==> src/rtl/axi_rd_responder.sv <==
// AXI4 read-only slave: accepts one AR burst at a time and streams R beats from a 1-cycle-latency memory.
// Define AXI_RD_WRAP_EN to build WRAP burst support; without it, WRAP requests run as INCR.
module axi_rd_responder #(
  parameter int DATA_WIDTH = 256,
  parameter int ADDR_WIDTH = 32,
  parameter int ID_WIDTH   = 4,
  parameter int MEM_AW     = 10
) (
  input  logic                  ACLK,
  input  logic                  ARESETN,
  input  logic [ADDR_WIDTH-1:0] S_AXI_araddr,
  input  logic [7:0]            S_AXI_arlen,
  input  logic [2:0]            S_AXI_arsize,
  input  logic [1:0]            S_AXI_arburst,
  input  logic [ID_WIDTH-1:0]   S_AXI_arid,
  input  logic [3:0]            S_AXI_arcache,
  input  logic                  S_AXI_arlock,
  input  logic [2:0]            S_AXI_arprot,
  input  logic [3:0]            S_AXI_arqos,
  input  logic                  S_AXI_arvalid,
  output logic                  S_AXI_arready,
  output logic [ID_WIDTH-1:0]   S_AXI_rid,
  output logic [DATA_WIDTH-1:0] S_AXI_rdata,
  output logic [1:0]            S_AXI_rresp,
  output logic                  S_AXI_rlast,
  output logic                  S_AXI_rvalid,
  input  logic                  S_AXI_rready,
  output logic                  mem_rd_en,
  output logic [MEM_AW-1:0]     mem_rd_addr,
  input  logic [DATA_WIDTH-1:0] mem_rd_data
);
  localparam int L   = $clog2(DATA_WIDTH / 8);
  localparam int TOP = MEM_AW + L;

  localparam logic [1:0] RESP_OKAY   = 2'b00;
  localparam logic [1:0] RESP_SLVERR = 2'b10;
  localparam logic [1:0] RESP_DECERR = 2'b11;
  localparam logic [1:0] BURST_FIXED = 2'b00;
`ifdef AXI_RD_WRAP_EN
  localparam logic [1:0] BURST_WRAP  = 2'b10;
`endif

  typedef enum logic {S_IDLE = 1'b0, S_BURST = 1'b1} state_t;

  state_t                state_reg, state_next;
  logic                  alive_reg;
  logic [ID_WIDTH-1:0]   id_reg;
  logic [7:0]            len_reg;
  logic [1:0]            burst_reg;
  logic [1:0]            resp_reg;
  logic [MEM_AW-1:0]     addr_reg;
  logic [MEM_AW-1:0]     addr_next;
  logic [MEM_AW-1:0]     addr_inc;
  logic [8:0]            issue_idx_reg;
  logic                  inflight_reg;
  logic                  inflight_last_reg;
  logic [DATA_WIDTH-1:0] fifo_data_reg [2];
  logic                  fifo_last_reg [2];
  logic                  wr_ptr_reg, rd_ptr_reg;
  logic [1:0]            count_reg, count_next;

  logic                  ar_hs;
  logic [MEM_AW-1:0]     ar_word;
  logic                  ar_high_nz;
  logic [1:0]            ar_resp;
  logic                  beats_left;
  logic                  issue_room;
  logic                  issue;
  logic                  fifo_empty;
  logic [DATA_WIDTH-1:0] ret_data;
  logic [DATA_WIDTH-1:0] head_data;
  logic                  head_last;
  logic                  r_hs;
  logic                  push;
  logic                  pop;
  logic                  unused_ok;

  // Sideband AR fields and the byte-lane address bits carry no meaning here.
  assign unused_ok = ^{S_AXI_araddr, S_AXI_arcache, S_AXI_arlock, S_AXI_arprot, S_AXI_arqos};

  assign ar_word = S_AXI_araddr[TOP-1:L];

  generate
    if (ADDR_WIDTH > TOP) begin : g_high
      assign ar_high_nz = |S_AXI_araddr[ADDR_WIDTH-1:TOP];
    end else begin : g_no_high
      assign ar_high_nz = 1'b0;
    end
  endgenerate

  always_comb begin
    ar_resp = RESP_OKAY;
    if (ar_high_nz) begin
      ar_resp = RESP_DECERR;
    end else if ((S_AXI_arsize != 3'(L)) || (S_AXI_arburst == 2'b11)) begin
      ar_resp = RESP_SLVERR;
    end
`ifdef AXI_RD_WRAP_EN
    else if ((S_AXI_arburst == BURST_WRAP) &&
             !(S_AXI_arlen inside {8'd1, 8'd3, 8'd7, 8'd15})) begin
      ar_resp = RESP_SLVERR;
    end
`endif
  end

  assign addr_inc = addr_reg + MEM_AW'(1);

`ifdef AXI_RD_WRAP_EN
  logic [MEM_AW-1:0] wrap_mask;
  assign wrap_mask = MEM_AW'(len_reg);
`endif

  always_comb begin
    addr_next = addr_inc;
    if (burst_reg == BURST_FIXED) begin
      addr_next = addr_reg;
    end
`ifdef AXI_RD_WRAP_EN
    else if (burst_reg == BURST_WRAP) begin
      addr_next = (addr_reg & ~wrap_mask) | (addr_inc & wrap_mask);
    end
`endif
  end

  // Keep buffered plus in-flight beats at most 2 so a returning read always has a slot.
  assign ar_hs      = S_AXI_arvalid && S_AXI_arready;
  assign beats_left = issue_idx_reg <= {1'b0, len_reg};
  assign issue_room = (count_reg == 2'd0) || ((count_reg == 2'd1) && !inflight_reg);
  assign issue      = (state_reg == S_BURST) && beats_left && issue_room;

  assign mem_rd_en   = issue && (resp_reg == RESP_OKAY);
  assign mem_rd_addr = addr_reg;

  // An empty FIFO lets the returning beat straight onto R, saving a cycle of latency.
  assign fifo_empty = (count_reg == 2'd0);
  assign ret_data   = (resp_reg == RESP_OKAY) ? mem_rd_data : '0;
  assign head_data  = fifo_empty ? ret_data : fifo_data_reg[rd_ptr_reg];
  assign head_last  = fifo_empty ? inflight_last_reg : fifo_last_reg[rd_ptr_reg];

  assign S_AXI_arready = (state_reg == S_IDLE) && alive_reg;
  assign S_AXI_rvalid  = !fifo_empty || inflight_reg;
  assign S_AXI_rdata   = S_AXI_rvalid ? head_data : '0;
  assign S_AXI_rlast   = S_AXI_rvalid && head_last;
  assign S_AXI_rid     = id_reg;
  assign S_AXI_rresp   = resp_reg;

  assign r_hs = S_AXI_rvalid && S_AXI_rready;
  assign pop  = r_hs && !fifo_empty;
  assign push = inflight_reg && !(r_hs && fifo_empty);

  always_comb begin
    count_next = count_reg;
    case ({push, pop})
      2'b10:   count_next = count_reg + 2'd1;
      2'b01:   count_next = count_reg - 2'd1;
      default: count_next = count_reg;
    endcase
  end

  always_comb begin
    state_next = state_reg;
    case (state_reg)
      S_IDLE:  if (ar_hs) state_next = S_BURST;
      S_BURST: if (r_hs && S_AXI_rlast) state_next = S_IDLE;
      default: state_next = S_IDLE;
    endcase
  end

  always_ff @(posedge ACLK or negedge ARESETN) begin
    if (!ARESETN) begin
      state_reg         <= S_IDLE;
      alive_reg         <= 1'b0;
      id_reg            <= '0;
      len_reg           <= '0;
      burst_reg         <= '0;
      resp_reg          <= RESP_OKAY;
      addr_reg          <= '0;
      issue_idx_reg     <= '0;
      inflight_reg      <= 1'b0;
      inflight_last_reg <= 1'b0;
      wr_ptr_reg        <= 1'b0;
      rd_ptr_reg        <= 1'b0;
      count_reg         <= '0;
    end else begin
      state_reg    <= state_next;
      alive_reg    <= 1'b1;
      inflight_reg <= issue;
      count_reg    <= count_next;
      if (issue) begin
        inflight_last_reg <= (issue_idx_reg[7:0] == len_reg);
      end
      if (ar_hs) begin
        id_reg        <= S_AXI_arid;
        len_reg       <= S_AXI_arlen;
        burst_reg     <= S_AXI_arburst;
        resp_reg      <= ar_resp;
        addr_reg      <= ar_word;
        issue_idx_reg <= '0;
      end else if (issue) begin
        addr_reg      <= addr_next;
        issue_idx_reg <= issue_idx_reg + 9'd1;
      end
      if (push) wr_ptr_reg <= ~wr_ptr_reg;
      if (pop)  rd_ptr_reg <= ~rd_ptr_reg;
    end
  end

  // Payload storage needs no reset: entries are only read while counted as occupied.
  always_ff @(posedge ACLK) begin
    if (push) begin
      fifo_data_reg[wr_ptr_reg] <= ret_data;
      fifo_last_reg[wr_ptr_reg] <= inflight_last_reg;
    end
  end

endmodule

==> config.mk <==
export PLATFORM = sky130hd
export DESIGN_NAME = axi_rd_responder
export DESIGN_NICKNAME = d
export VERILOG_FILES = /design/src/rtl/axi_rd_responder.sv
export SDC_FILE = /design/constraint.sdc
export NUM_CORES = 1
export LEC_CHECK = 0
export BUFFER_PORTS_ARGS = -buffer_cell sky130_fd_sc_hd__buf_2
export CAP_MARGIN = 0
export CORE_ASPECT_RATIO = 0.75
export CORE_UTILIZATION = 49
export DETAILED_ROUTE_END_ITERATION = 6
export PLACE_DENSITY = 0.75
export SKIP_CTS_REPAIR_TIMING = 1
export SLEW_MARGIN = 20
export SYNTH_ARGS = -nofsm -noshare
export SYNTH_HDL_FRONTEND = slang
export SYNTH_SLANG_ARGS = --single-unit
==> constraint.sdc <==
create_clock -name ACLK -period 13.2 [get_ports ACLK]
set_input_delay 1.98 -clock ACLK [delete_from_list [all_inputs] [get_ports ACLK]]
set_output_delay 1.98 -clock ACLK [all_outputs]
set_load 0.05 [all_outputs]
==> results of run 1 <==
==> final timing paths <==
kind	start	depth (start not counted)	end	slack, ns
setup / recovery	count_reg[0]$_DFFE_PN0P_	7	S_AXI_rdata[202]	7.36
hold / removal	burst_reg[1]$_DFFE_PN0P_	2	burst_reg[1]$_DFFE_PN0P_	0.47
setup reg to reg	count_reg[0]$_DFFE_PN0P_	6	fifo_data_reg[1][182]$_DFFE_PP_	9.25
hold reg to reg	burst_reg[1]$_DFFE_PN0P_	2	burst_reg[1]$_DFFE_PN0P_	0.47
max in group asynchronous	ARESETN	2	mem_rd_addr[1]$_DFFE_PN0P_	11.26
min in group asynchronous	ARESETN	1	issue_idx_reg[4]$_DFFE_PN0P_	1.43
==> power by group through the flow <==
stage               sequential, W  clock, W  combinational (W)
CTS                       0.00248   0.00149            0.00379
global route              0.00251   0.00155            0.00395
floorplan                 0.00263         0            0.00282
detailed placement        0.00251         0            0.00378
global placement          0.00249         0            0.00376
finish                    0.00248   0.00146            0.00379
==> worst min-delay path: cells and delay by family, from the launching register on <==
kind | cells | cell delay, ns
flops | 1 | 0.34
simple gates | 2 | 0.10
==> per-layer routing <==
metal / up-vias / wire length [um]
met1: 8190 / 24000
met5: - / 88
met2: 697 / 28700
met3: 140 / 4450
met4: 12 / 2070
li1: 7914 / -
==> synthesized netlist by cell type (all sizes together) (2+ instances only) <==
library cell  number
buf               35
inv              268
xnor2              4
and4               2
or3                3
nor4               4
edfxtp           514
nor2b              3
nand3              3
xor2              11
nand4              4
o22ai            257
a31oi              4
ha                13
nand2            303
clkbuf            88
and3               4
mux2i            258
and2               2
dfrtp             43
nor3               3
o2111ai            4
a21oi              8
nor2              17
o21a               2
o211ai             2
o21ai             22
==> cell families after synthesis <==
| family | Yosys count |
|---|---|
| DFF | 557 |
| buffers and inverters | 391 |
| and+or+nand+nor | 353 |
| AOI/OAI and AO/OA | 306 |
| muxes | 258 |
| xor gates and xnor gates | 15 |
| adders and majority gates | 13 |
| other | 1 |
==> stage by stage <==
step	cells	hold WS (ns)	cell area, um^2	utilization
6_report	3126	0.468	29300	0.603
5_1_grt	3123	0.488	29300	0.602
4_1_cts	3115	0.472	29300	0.601
3_5_place_dp	3018	0.457	27600	0.567
3_3_place_gp	3018	0.448	27600	0.567
2_1_floorplan	1894	0.437	24200	-
==> cell type report <==
cell class              instances  area (um^2)  area share
clock inverters                25          179     0.00610
inverters                     268         1010      0.0343
multi-input cells             946         6240       0.213
well taps                     648          811      0.0276
flip-flops and latches        557        16500       0.563
diodes                         10         25.0    0.000853
clock buffers                  72         1470      0.0502
repair buffers                600         3090       0.105
==> placed cells by master (no fill, tap or decap), types with 15 or more instances in the layout <==
master     instances
buf_2            579
nand2_1          302
o21ai_0           21
inv_1            268
buf_4             19
dfrtp_1           42
edfxtp_1         514
mux2i_1          258
clkbuf_16         55
o22ai_1          257
nor2_1            15
==> run metrics, run 1 <==
core box area 48700 um^2; htree depth 2; max-cap violation count 0; Syn Inst Count 1894; post-synthesis simple-gate area fraction 0.0583; Worst Max-Slew Pin Slew 1.07 ns; Largest stage delay, worst path 0.69 ns; GR Util met1 0.303; Critical Path Source Type flip-flop; Clk network pwr share 0.189; CP max FO 63; layout cell share with drive strength beyond 1 0.277; CP top delay family buffers and inverters; Chip Width 259 um; Bufs on Longest Clock Path 3; Worst EP arrival 3.86 ns; synthesis-stage register bit count 557; post-route ant nets 0; PortBufs 579; largest net degree at the start of global routing 129; number of fill cells 3892; Post-Synth Adder-Cell Area 0.00672; Root Buffer clkbuf_16; CP Cell Sequence inv_1 -> ha_4 -> nand2_4 -> buf_4 -> buf_4 -> o22ai_1 -> buf_2; Final Skew 0.0306 ns; fraction of registers with async set/reset 0.0772; setup TNS 0 ns; Psw 0.00367 W; DP HPWL 37.8 mm; Final min period 5.84 ns; Initial DRC Count 1661; Pre-antenna DRT Iters 5; Num Clock Sinks 557; placement-stage worst setup slack 7.93 ns; mux contribution to synthesized area 0.107; final total power 0.00772 W; first-pass GRT wire length 90.7 mm; Synth Area in XOR/XNOR 0.00543; Synth warnings 0; Worst VDD drop 0.177 mV; Critical Path RT 11.22 ns; Die Area 50300 um^2; routing usage on met2 0.367; CTS tree built; share of the synthesized area in the top cell type 0.638; Clock Latency Late Sink 0.59 ns; synthesized area per cell 12.8 um^2; Static Leak 13.8 nW; Internal Power 0.00405 W; clock-pin slew on the worst setup and hold paths 0.06 ns; worst hold path class flip-flop to flip-flop; dominant cell type by area after synthesis edfxtp_1; post-synth cell types 42; compound-gate portion of the synthesized area 0.0790; height of the chip 194 um; Via-to-Cell Ratio 5.42; Rel. slew slack 0.287; initial antenna violation count 15; Critical Path End Type output pin; Vias 17000; final setup violation count 0; Synth-to-Final Area Change 21.3%; leading cell types by total area after synthesis edfxtp_1 64%, mux2i_1 11%, o22ai_1 6.6%, nand2_1 4.7%, dfrtp_1 4.4%; Seq pwr share 0.321; Top FF cell, synth edfxtp_1; area of the mapped netlist 24200 um^2; busiest grt layer met2; CP max stage cell buf_4; Tcrit/Tclk final 0.442; Final Hold Vio Count 0; number of remaining DRC errors 0; vias in the first global route 16700; Post-synth EDFFs 514; fmax 171 MHz; fin nets 2760; register area share after synthesis 0.683; PnR worst setup slack 7.36 ns; final wirelength 59.3 mm; status finished, final reports clean; Pwr Density 263 nW/um^2; CP most frequent cell buf_4; Rows 70; gr usage total 0.229; Comb power frac 0.491; main combinational cell family by area after synthesis multiplexers; WS Path Type flip-flop to output pin; average wire per standard cell 19.0 um; syn nets 2228; max reg flops 512; Slew Viols, Final 0; Buffers & Inverters on Critical Path 4; Sw Share 0.476; initial core utilization 0.497; RSZ-0062 raised after global routing no; total grt overflow 0; CTS buffer count 53; RePlAce Congestion 0.848; met3 Resource Use GR 0.0513; Ports 597
Power figures use the tool's default switching activity.
==> inputs of run 2 (changes only) <==
- clock period: 13.2 -> 5.1 ns (I/O delays scaled with it)
==> run 2 against run 1 <==
Effect of this change: critical path depth decreased by 1; critical path type unchanged; non-clock buffer count rose by 4; combinational power grew to 2.6 times the previous value.
==> run metrics, run 2 (same netlist as run 1, synthesis figures left out) <==
status finished, final reports clean; final setup violation count 0 (unchanged); Via-to-Cell Ratio 5.48 (+1.1%); CTS tree built; Rows 70 (unchanged); fin nets 2765 (+0.18%); post-route ant nets 0 (unchanged); Rel. slew slack 0.307 (+0.0201); Chip Width 259 um (unchanged); most frequent cells in the layout 579 x buf_2, 514 x edfxtp_1, 300 x nand2_1; Worst EP arrival 3.72 ns (-0.14 ns); fmax 223 MHz; height of the chip 194 um (unchanged); CP most frequent cell buf_4; RSZ-0062 raised after global routing no; Slew Viols, Final 0 (unchanged); gr usage total 0.226 (-0.00204); Num Clock Sinks 557 (unchanged); Pwr Density 683 nW/um^2 (+160%); Static Leak 13.8 nW (+0.59%); Buffers & Inverters on Critical Path 4 (unchanged); Critical Path Source Type flip-flop; Die Area 50300 um^2 (unchanged); commonest non-fill, non-tap cell in the layout buf_2; Critical Path Start count_reg[0]$_DFFE_PN0P_; worst hold path class input port to async pin; reg2reg start count_reg[0]$_DFFE_PN0P_; htree depth 2 (unchanged); Root Buffer clkbuf_16; Worst VDD drop 0.464 mV (+160%); core box area 48700 um^2 (unchanged); CP max stage cell buf_4; Pre-antenna DRT Iters 6 (+1); Critical Path End Type output pin; max-cap violation count 0 (unchanged); CP max FO 79 (+25%); initial core utilization 0.497 (unchanged); Initial DRC Count 1589 (-4.3%); Vias 17100 (+0.99%); max reg flops 512 (unchanged); WS Path Type flip-flop to output pin; CP Cell Sequence inv_1 -> ha_4 -> buf_4 -> buf_4 -> o22ai_1 -> buf_2; Tcrit/Tclk final 0.879; Bufs on Longest Clock Path 3 (unchanged); number of remaining DRC errors 0 (unchanged); first-pass GRT wire length 90.7 mm (about the same); Final min period 4.48 ns; Placed Area 27800 um^2 (+0.69%); Design Area, Final 29600 um^2 (+0.81%); setup TNS 0 ns (unchanged); total grt overflow 0 (unchanged); PortBufs 579 (unchanged); vias in the first global route 17100 (+1.9%); Final Skew 0.0154 ns (-0.0151 ns); CTS buffer count 54 (+1.9%); Ports 597 (unchanged); Final Hold Vio Count 0 (unchanged); Worst Max-Slew Pin Slew 1.04 ns (-0.0301 ns); CP top delay family buffers and inverters; largest net degree at the start of global routing 141 (+9.3%); RePlAce Congestion 0.866 (+2.1%); Largest stage delay, worst path 0.77 ns (+0.08 ns); Critical Path RT 4.34 ns (-6.88 ns); initial antenna violation count 4 (-11); clock-pin slew on the worst setup and hold paths 0.07 ns (about the same); Clock Latency Late Sink 0.59 ns (about the same); DP HPWL 37.4 mm (-0.96%); layout cell share with drive strength beyond 1 0.279 (+0.00209); average wire per standard cell 18.9 um (-0.58%); final wirelength 58.9 mm (-0.64%); Synth-to-Final Area Change 22.3%
[run 2: cell type report]
type                    instances  area, um^2
clock buffers                  69        1430
fillers                      3779       19100
diodes                          5        12.5
well taps                     648         811
multi-input cells             946        6270
clock inverters                27         289
flip-flops and latches        557       16500
inverters                     268        1010
repair buffers                604        3250
[run 2: where the power goes]
group	internal (W)	switching, W	total (W)
clock	0.00228	0.00167	0.00395
combinational	0.00237	0.00743	0.00980
sequential	0.00605	0.000413	0.00646
[run 2: routing by layer]
metal	routed length [um]	track usage	up-vias
met4	1770	0.0793	0
met1	24000	0.298	8441
met2	29500	0.381	670
li1	-	-	7891
met5	0	0	-
met3	3670	0.0369	119
[run 2: path summary, 6_finish.rpt]
| path | to | cells past startpoint | slack (ns) |
|---|---|---|---|
| setup / recovery | S_AXI_rdata[204] | 6 | 0.62 |
| hold / removal | mem_rd_addr[0]$_DFFE_PN0P_ | 1 | 0.07 |
| setup reg to reg | mem_rd_addr[9]$_DFFE_PN0P_ | 7 | 1.66 |
| hold reg to reg | burst_reg[1]$_DFFE_PN0P_ | 2 | 0.47 |
| max in group asynchronous | rd_ptr_reg$_DFFE_PN0P_ | 2 | 4.54 |
| min in group ACLK | S_AXI_rid[3]$_DFFE_PN0P_ | 3 | 0.39 |
[run 2: metrics by stage]
stage	setup WS (ns)	util	hold slack [ns]	std cells	power, W
after CTS	0.638	0.607	0.330	3118	0.0203
final	0.617	0.607	0.0692	3124	0.0202
after global routing	0.387	0.607	0.0510	3123	0.0210
after floorplan	0.00270	-	0.437	1894	0.0140
after detailed placement	1.30	0.571	0.459	3022	0.0163
after global placement	1.29	0.571	0.447	3022	0.0163
[run 2: worst register-to-register path, stage by stage, from the launching register on]
cell and delay (ns):
dfrtp_1 0.41, inv_1 0.11, ha_4 0.65, o21ai_1 0.28, a211oi_2 0.74, nor2_1 0.42, or4_1 0.59, a31oi_1 0.17
